`src/rtl/bf16_pkg.sv`:
```
// Shared BF16 field widths, constants, operand layout and divider FSM states.
package bf16_pkg;

  localparam int BF16_EXP_W = 8;
  localparam int BF16_MAN_W = 7;
  localparam int BF16_BIAS  = 127;

  localparam logic [15:0] QNAN = 16'h7FC0;
  localparam logic [15:0] PINF = 16'h7F80;

  typedef struct packed {
    logic                  sign;
    logic [BF16_EXP_W-1:0] exp;
    logic [BF16_MAN_W-1:0] man;
  } bf16_t;

  typedef enum logic [2:0] {
    StIdle,
    StPre,
    StIter,
    StRound,
    StDone
  } state_e;

endpackage

```
`src/rtl/bf16_div_lane.sv`:
```
// One BF16 divider lane: operand capture, special-case decode, one restoring
// quotient bit per iteration cycle, then rounding and packing.
module bf16_div_lane
  import bf16_pkg::*;
#(
  parameter int unsigned ROUND_MODE = 0
) (
  input  logic        clk,
  input  logic        rst,
  input  logic        load,
  input  logic        pre,
  input  logic        iter,
  input  logic        round,
  input  logic [15:0] a,
  input  logic [15:0] b,
  output logic [15:0] c,
  output logic        dz,
  output logic        nv
);

  bf16_t              a_q, b_q;
  logic               sign_q;
  logic signed [9:0]  exp_q;
  logic [8:0]         rem_q;
  logic [7:0]         div_q;
  logic [7:0]         quo_q;
  logic               spec_q, spec_dz_q, spec_nv_q;
  logic [15:0]        spec_val_q;

  logic               a_zero, a_inf, a_nan, b_zero, b_inf, b_nan, sign;
  logic [7:0]         ma, mb;
  logic               lt;
  logic [8:0]         rem_pre;
  logic signed [9:0]  e_pre;
  logic               sp, sp_dz, sp_nv;
  logic [15:0]        sp_val;

  logic               ge;
  logic [7:0]         rem_sub;
  logic               inc;
  logic [7:0]         mant;
  logic signed [9:0]  e_rnd;
  logic [15:0]        res;

  // Unpack, special-case decode and pre-normalisation (consumed in PRE)
  always_comb begin
    a_zero  = (a_q.exp == 8'd0);
    b_zero  = (b_q.exp == 8'd0);
    a_inf   = (a_q.exp == 8'hFF) && (a_q.man == 7'd0);
    b_inf   = (b_q.exp == 8'hFF) && (b_q.man == 7'd0);
    a_nan   = (a_q.exp == 8'hFF) && (a_q.man != 7'd0);
    b_nan   = (b_q.exp == 8'hFF) && (b_q.man != 7'd0);
    sign    = a_q.sign ^ b_q.sign;
    ma      = {1'b1, a_q.man};
    mb      = {1'b1, b_q.man};
    lt      = (ma < mb);
    rem_pre = lt ? {ma, 1'b0} : {1'b0, ma};
    e_pre   = $signed({2'b00, a_q.exp} - {2'b00, b_q.exp} + 10'(BF16_BIAS) - {9'd0, lt});

    sp     = 1'b1;
    sp_dz  = 1'b0;
    sp_nv  = 1'b0;
    sp_val = QNAN;
    if (a_nan || b_nan) begin
      sp_nv = 1'b1;
    end else if ((a_zero && b_zero) || (a_inf && b_inf)) begin
      sp_nv = 1'b1;
    end else if (a_inf) begin
      sp_val = PINF | {sign, 15'd0};
    end else if (b_zero) begin
      sp_val = PINF | {sign, 15'd0};
      sp_dz  = 1'b1;
    end else if (a_zero || b_inf) begin
      sp_val = {sign, 15'd0};
    end else begin
      sp = 1'b0;
    end
  end

  // Restoring step: remainder stays below twice the divisor, so 9 bits suffice
  always_comb begin
    ge      = (rem_q >= {1'b0, div_q});
    rem_sub = ge ? 8'(rem_q - {1'b0, div_q}) : rem_q[7:0];
  end

  // quo_q holds the 7 fraction bits plus guard; the leading 1 has shifted out
  always_comb begin
    inc   = (ROUND_MODE == 0) && quo_q[0] && ((rem_q != 9'd0) || quo_q[1]);
    mant  = {1'b0, quo_q[7:1]} + {7'd0, inc};
    e_rnd = exp_q + $signed({9'd0, mant[7]});
    if (spec_q) begin
      res = spec_val_q;
    end else if (e_rnd >= 10'sd255) begin
      res = PINF | {sign_q, 15'd0};
    end else if (e_rnd <= 10'sd0) begin
      res = {sign_q, 15'd0};
    end else begin
      res = {sign_q, e_rnd[7:0], mant[6:0]};
    end
  end

  always_ff @(posedge clk or posedge rst) begin
    if (rst) begin
      a_q        <= '0;
      b_q        <= '0;
      sign_q     <= 1'b0;
      exp_q      <= '0;
      rem_q      <= '0;
      div_q      <= '0;
      quo_q      <= '0;
      spec_q     <= 1'b0;
      spec_dz_q  <= 1'b0;
      spec_nv_q  <= 1'b0;
      spec_val_q <= '0;
      c          <= '0;
      dz         <= 1'b0;
      nv         <= 1'b0;
    end else begin
      if (load) begin
        a_q <= a;
        b_q <= b;
        dz  <= 1'b0;
        nv  <= 1'b0;
      end
      if (pre) begin
        sign_q     <= sign;
        exp_q      <= e_pre;
        rem_q      <= rem_pre;
        div_q      <= mb;
        quo_q      <= '0;
        spec_q     <= sp;
        spec_dz_q  <= sp_dz;
        spec_nv_q  <= sp_nv;
        spec_val_q <= sp_val;
      end
      if (iter) begin
        rem_q <= {rem_sub, 1'b0};
        quo_q <= {quo_q[6:0], ge};
      end
      if (round) begin
        c  <= res;
        dz <= spec_q & spec_dz_q;
        nv <= spec_q & spec_nv_q;
      end
    end
  end

endmodule

```
`src/rtl/bf16_div_vec_seq.sv`:
```
// N-lane sequential BF16 divider: one shared FSM and iteration counter
// sequence all lanes through PRE, 9 ITER cycles, ROUND and DONE.
module bf16_div_vec_seq
  import bf16_pkg::*;
#(
  parameter int unsigned N          = 4,
  parameter int unsigned ROUND_MODE = 0
) (
  input  logic            clk,
  input  logic            rst,
  input  logic            in_valid,
  output logic            in_ready,
  input  logic [16*N-1:0] a,
  input  logic [16*N-1:0] b,
  output logic            out_valid,
  input  logic            out_ready,
  output logic [16*N-1:0] c,
  output logic [N-1:0]    dz_flag,
  output logic [N-1:0]    nv_flag,
  output logic            busy
);

  state_e     state_q, state_d;
  logic [3:0] cnt_q, cnt_d;
  logic       accept, pre_en, iter_en, round_en;

  assign in_ready  = (state_q == StIdle);
  assign out_valid = (state_q == StDone);
  assign busy      = (state_q != StIdle);
  assign accept    = in_valid & in_ready;
  assign pre_en    = (state_q == StPre);
  assign iter_en   = (state_q == StIter);
  assign round_en  = (state_q == StRound);

  always_comb begin
    state_d = state_q;
    cnt_d   = cnt_q;
    case (state_q)
      StIdle:  if (in_valid) state_d = StPre;
      StPre: begin
        cnt_d   = 4'd0;
        state_d = StIter;
      end
      StIter: begin
        if (cnt_q == 4'd8) state_d = StRound;
        else               cnt_d   = cnt_q + 4'd1;
      end
      StRound: state_d = StDone;
      StDone:  if (out_ready) state_d = StIdle;
      default: state_d = StIdle;
    endcase
  end

  always_ff @(posedge clk or posedge rst) begin
    if (rst) begin
      state_q <= StIdle;
      cnt_q   <= 4'd0;
    end else begin
      state_q <= state_d;
      cnt_q   <= cnt_d;
    end
  end

  for (genvar i = 0; i < N; i++) begin : g_lane
    bf16_div_lane #(
      .ROUND_MODE(ROUND_MODE)
    ) u_lane (
      .clk  (clk),
      .rst  (rst),
      .load (accept),
      .pre  (pre_en),
      .iter (iter_en),
      .round(round_en),
      .a    (a[16*i +: 16]),
      .b    (b[16*i +: 16]),
      .c    (c[16*i +: 16]),
      .dz   (dz_flag[i]),
      .nv   (nv_flag[i])
    );
  end

endmodule

```
`config.mk`:
```
export PLATFORM = sky130hd
export DESIGN_NAME = bf16_div_vec_seq
export DESIGN_NICKNAME = d
export VERILOG_FILES = /design/src/rtl/bf16_pkg.sv /design/src/rtl/bf16_div_lane.sv /design/src/rtl/bf16_div_vec_seq.sv
export SDC_FILE = /design/constraint.sdc
export NUM_CORES = 1
export LEC_CHECK = 0
export CORE_MARGIN = 5
export CORE_UTILIZATION = 37
export DETAILED_ROUTE_END_ITERATION = 7
export PLACE_DENSITY = 0.55
export SLEW_MARGIN = 40
export SYNTH_ARGS = -nofsm -noshare
export SYNTH_HDL_FRONTEND = slang
export SYNTH_SLANG_ARGS = --single-unit
```
`constraint.sdc`:
```
create_clock -name clk -period 20.3 [get_ports clk]
set_clock_uncertainty 0.2 [all_clocks]
set_input_delay 6.09 -clock clk [delete_from_list [all_inputs] [get_ports clk]]
set_output_delay 6.09 -clock clk [all_outputs]
set_load 0.005 [all_outputs]
```
## Word-level counts from Yosys, hierarchy flattened

Index checks and enable logic that the tools add are counted.

- $add $sub $neg: 25
- Order comparisons: 16
- Eq/ne operators: 17
- Mux-type cells: 112
- Bitwise logic cells: 13
- Reductions and logical operators: 78

Operators by type and width:

| kind | number |
|---|---|
| $mux W16 | 24 |
| $mux W15 | 8 |
| $mux W9 | 12 |
| $mux W8 | 9 |
| $eq A8 B8 Y1 const B | 8 |
| $logic_not A8 Y1 | 8 |
| $logic_not A7 Y1 | 8 |
| $reduce_bool A7 Y1 | 8 |
| $mux W1 | 53 |
| $add A10 B2 Y10 | 4 |
| $add A10 B7 Y10 const B | 4 |
| $ge A10 B9 Y1 const B | 4 |
| $le A10 B1 Y1 const B | 4 |
| $sub A10 B1 Y10 | 4 |
| $ge A9 B8 Y1 | 4 |
| $reduce_bool A9 Y1 | 4 |
| $sub A8 B8 Y9 | 4 |
| $add A7 B1 Y8 | 4 |
| $lt A8 B8 Y1 | 4 |
| $sub A8 B8 Y8 | 4 |
| $logic_and A1 B1 Y1 | 28 |
| $logic_or A1 B1 Y1 | 16 |
| $pmux W3 S5 | 1 |
| $and A1 B1 Y1 | 9 |
| 16 further kinds | 25 |

- Register bits after elaboration: 427
- Bits of input ports: 132
- Output and inout bits: 75
- Word-level logic and storage cells: 335

## Logic depth before layout (Yosys ltp)

- Depth after elaboration: 9
- Mapped depth: 15
- Gate-level depth less buffers: 15

## Modules after synthesis

A second synthesis with hierarchy kept.

- Cell total of the unflattened synthesis: 2,286
- Area, all modules: 22,554.1 um2

Modules (own cells, without submodules):

| module | instances | cells an instance | area each (um2) | sequential area each (um2) |
|---|---|---|---|---|
| bf16_div_lane at g_lane[0].u_lane ... | 2 | 569 | 5,555.3 | 2,302.2 |
| bf16_div_lane at g_lane[1].u_lane | 1 | 568 | 5,624.1 | 2,302.2 |
| bf16_div_lane at g_lane[3].u_lane | 1 | 543 | 5,412.7 | 2,302.2 |
| bf16_div_vec_seq | 1 | 37 | 406.6 | 175.2 |

## Least setup slack after synthesis

OpenSTA, ideal clock, no wires.

- Kind: input-to-reg
- Start: input port in_valid
- End: register g_lane[0].u_lane.a_q[0] in the netlist's numbering
- Library setup time: 0.125 ns
- Arrival time: 7.036 ns
- Required time: 19.975 ns
- Setup slack: 12.939 ns
- Stages on the path: 4
- Path buffers: 2
- Path through: and2_1 -> clkbuf_1 -> buf_2 -> mux2_2

- Longest elaborated chain between the ends: 1

RTL lines:

| item | RTL line | text |
|---|---|---|
| from (decl) | bf16_div_vec_seq.sv:11 | `input logic in_valid,` |
| $and A1 B1 Y1 | bf16_div_vec_seq.sv:30 | `assign accept = in_valid & in_ready;` |
| to (signal assigned) | bf16_div_lane.sv:104 | `a_q <= '0;` |
| to (signal assigned) | bf16_div_lane.sv:120 | `a_q <= a;` |
| to (decl) | bf16_div_lane.sv:21 | `bf16_t a_q, b_q;` |

Every way passes these cells.
A chain may end at the register's enable or synchronous reset.

==> results by stage <==
Worst setup path:
- The worst setup path is launched from an input port.
- The setup slack of the most critical reg-to-reg path is 16.02 ns.
- For the worst flop-to-flop path, the logic depth is 14.
- In this design, the stage delay of the slowest critical-path cell is between 0.7 and 0.8 ns.
- The arrival time reported for the critical path endpoint is 9.16 ns.
- The count of buffering cells on the critical path with inverters included is 5.
- The worst path required time is 20.73 ns.
- The worst setup path is captured at an asynchronous set/reset pin.
- Traced cell by cell, the critical path runs through clkdlybuf4s50_1, clkinv_8, buf_6, buf_6, buf_4.
- The critical path class is input port to asynchronous set/reset pin.
- The critical register-to-register path endpoint is g_lane[3].u_lane.exp_q[9].
- Broken down by cell family, the worst path's largest delay share belongs to buffers and inverters.
- The worst flop-to-flop path startpoint is g_lane[3].u_lane.a_q[1].
- The slowest stage of the critical path is the buf_4 cell.
- Counting stages on the worst path, the most repeated cell is buf_6.
- The largest fanout on the critical path is 117.

CTS:
- The number of buffers on the longest clock path is 3.
- The maximum level of the CTS H-tree is 2.
- TritonCTS created 43 clock buffers.
- Clock tree synthesis selected as its root buffer the cell clkbuf_16.
- TritonCTS built the clock tree.
- The insertion delay of the later-clocked pin in the worst-skew pair is 0.58 ns.
- Clock-pin slew was measured on the worst setup and hold paths at 0.06 ns.
- The clock net sink count is 372.
- Post-CTS repair changed the size of 0 cells.
- The number of buffers inserted by post-CTS setup repair is 0.
- The number of hold-repair buffers added at the cts stage is 0.

Finish:
- The library cell used most frequently in the layout, excluding fill and tap cells, is dfrtp_1.
- The final-layout fill cell count is 5555.
- The share of post-route cells with drive strength above 1 is 0.0889.
- In the layout the commonest cells are 372 x dfrtp_1, 298 x nand2_1, 206 x clkdlybuf4s50_1, 199 x o21ai_0, 152 x inv_1.
- The footprint of the flip-flops and latches is between 0.009 and 0.01 mm2.
- In the final layout, the multi-input gates occupy 0.0112 mm2.
- The relative area change from synthesis to final layout is 19.6%.
- In the final design database the tool counted between 2k and 3k nets.
- The repair_antennas step left the layout with diodes totalling 0.

Floorplan:
- The effective utilization at floorplan is 0.373.
- The count of standard-cell rows is 88.
- The I/O pin count is 207.
- The die covers approximately 0.063 mm2.
- The die boundary width is 251 um.
- The die extent in y is 251 um.
- The floorplan core area is approximately 0.058 mm2.

Drt:
- The routed design has 59.8 mm of wire.
- The per-cell routed wire length is 18.7 um.
- In this run, the number of DRC markers left after iteration 0 of detailed routing was 1063.
- The first-pass detailed-route iteration total is 5.
- In the routed layout, each cell is associated on average with a via count of approximately 5.3.
- The routed layout has 17.0k vias.
- The detail route stage leaves a number of antenna-violating nets equal to 0.
- The final routed DRC violation total is 0.

Synth:
- In this run, synthesis inferred 0 flip-flops with an integrated enable.
- The top-area cell type share of the netlist area is 0.432.
- The number of nets in the synthesized netlist is 2526.
- The synthesized instance count is about 2.2k.
- The synthesized area per cell is 9.58 um2.
- The number of flip-flops and latches in the synthesized netlist is 372.
- In the post-synthesis netlist, the biggest area contributors are dfrtp_1 43%, ha_1 7.8%, nand2_1 5.2%, mux2_2 4.8%, o21ai_0 4.6%.
- The fraction of the yosys area taken by sequential cells is 0.432.
- The flip-flop cell with the highest count after synthesis is dfrtp_1.
- For this run, the number of Yosys warnings is 0.
- Yosys mapped the design onto 81 distinct sky130hd cell types.
- Of all flip-flops after synthesis, the portion carrying an async set or reset was 1.00.
- Of all cell types, the one taking the most synthesized area is dfrtp_1.
- The netlist area before placement is 0.0215 mm2.

Hold path:
- The class of the most critical hold timing path is flip-flop to flip-flop.
- The worst hold path passes through 2 cells.
- The worst hold path startpoint is g_lane[1].u_lane.c[5].
- The path with the worst hold slack has its endpoint at g_lane[1].u_lane.c[5].

GRT:
- The first-pass GRT wire length is 95.1 mm.
- The overall global routing resource usage is 0.186.
- The initial antenna violation count is 1.
- The via count of the first global-routing pass came to around 17k.
- Entering global routing, the biggest net connects between 100 and 150 pins.
- For this run the aggregate overflow at the end of global routing stands at 0.

Timing:
- The final critical path time including I/O delays and setup is 8.73 ns.
- Setup violations remaining at the end of the flow were counted as 0.
- Derived from the worst setup path, the maximum achievable clock frequency is 0.115 GHz.
- The number of pins with negative max-slew slack in the final report is 0.
- Dividing the final minimum period by the clock period gives 0.430.
- Headroom to the max-slew limit came out at 0.485.
- Adding up every negative setup slack in the final design gives 0 ns.
- The measured slew at the worst slew-check pin is roughly 0.77 ns.
- The final hold violation count came to 0.
- Setup repair after global routing left no endpoint under its margin.

Placement:
- The final weighted congestion in routability-driven placement is 0.852.
- The wire-length estimate of the detail-placed layout is approximately 45 mm.
- The quantity of I/O buffers inserted on ports is 206.

Status:
- The run finished with clean final reports.

Run:
- Across the run, the number of max-cap violations was 0.
logic make-up after synthesis:
kind of cell               synth area share
and+or+nand+nor                       0.153
AOI/OAI and AO/OA                     0.156
DFF                                   0.432
buffers and inverters                0.0479
adders and majority gates            0.0890
muxes                                0.0699
xor gates and xnor gates             0.0513
synthesized netlist by cell type (19+ instances only):
cell	count
a21o_1	29
a21oi_1	49
a221o_1	19
a22o_1	24
a31oi_1	25
and3_1	24
clkbuf_1	77
dfrtp_1	372
ha_1	134
inv_1	153
mux2_2	91
mux2i_1	48
nand2_1	299
nand2b_1	19
nand3_1	50
nand4_1	40
nor2_1	129
nor3_1	35
nor4_1	21
o21ai_0	199
xnor2_1	61
xor2_1	65
worst min-delay path: stages, from the launching register on:
cell     delay, ns
dfrtp_1       0.34
nand2_1       0.04
o21ai_0       0.06
per-layer routing:
layer	GRT usage	routed length, um	part of all wire
met5	0	0	0
met1	0.270	28900	0.48
met2	0.291	26800	0.45
met4	0.0563	1620	0.027
met3	0.0245	2520	0.042
stage by stage:
stage	instance area (um2)	hold slack (ns)	util	worst slack, ns	instances
final	25800	0.275	0.446	11.57	3205
after floorplan	21500	0.245	-	3.68	2248
after detailed placement	24300	0.268	0.421	10.67	3126
after global routing	25800	0.306	0.446	11.07	3205
after global placement	24200	0.257	0.420	10.25	3126
after CTS	25700	0.281	0.446	11.29	3205
worst max-delay path by stage:
stage	from	end	slack, ns	cells after the start
after floorplan	rst	cnt_q[0]	3.68	1
after global placement	rst	g_lane[1].u_lane.a_q[6]	10.25	5
after detailed placement	rst	g_lane[1].u_lane.spec_val_q[6]	10.67	5
after CTS	rst	g_lane[3].u_lane.c[2]	11.29	5
after global routing	rst	g_lane[3].u_lane.quo_q[5]	11.07	5
final	rst	g_lane[1].u_lane.spec_val_q[6]	11.57	5
sequential cells by signal, indices dropped and copies added, names as in the netlist:
name and flops:
cnt_q 4, g_lane.u_lane.a_q 64, g_lane.u_lane.b_q 64, g_lane.u_lane.c 64
g_lane.u_lane.div_q 29, g_lane.u_lane.dz 4, g_lane.u_lane.exp_q 40, g_lane.u_lane.nv 4
g_lane.u_lane.quo_q 32, g_lane.u_lane.rem_q 36, g_lane.u_lane.sign_q 4, g_lane.u_lane.spec_dz_q 4
g_lane.u_lane.spec_nv_q 4, g_lane.u_lane.spec_q 4, g_lane.u_lane.spec_val_q 12, state_q 3
layout make-up:
type / instances / area share
well taps: 765 / 0.0372
multi-input cells: 1613 / 0.436
flip-flops and latches: 372 / 0.361
repair buffers: 223 / 0.0858
clock buffers: 66 / 0.0506
inverters: 153 / 0.0228
clock inverters: 13 / 0.00631
Power is left out: the tool's default activity adds up to more than one toggle a clock period on the data nets, which glitch-free logic cannot reach.
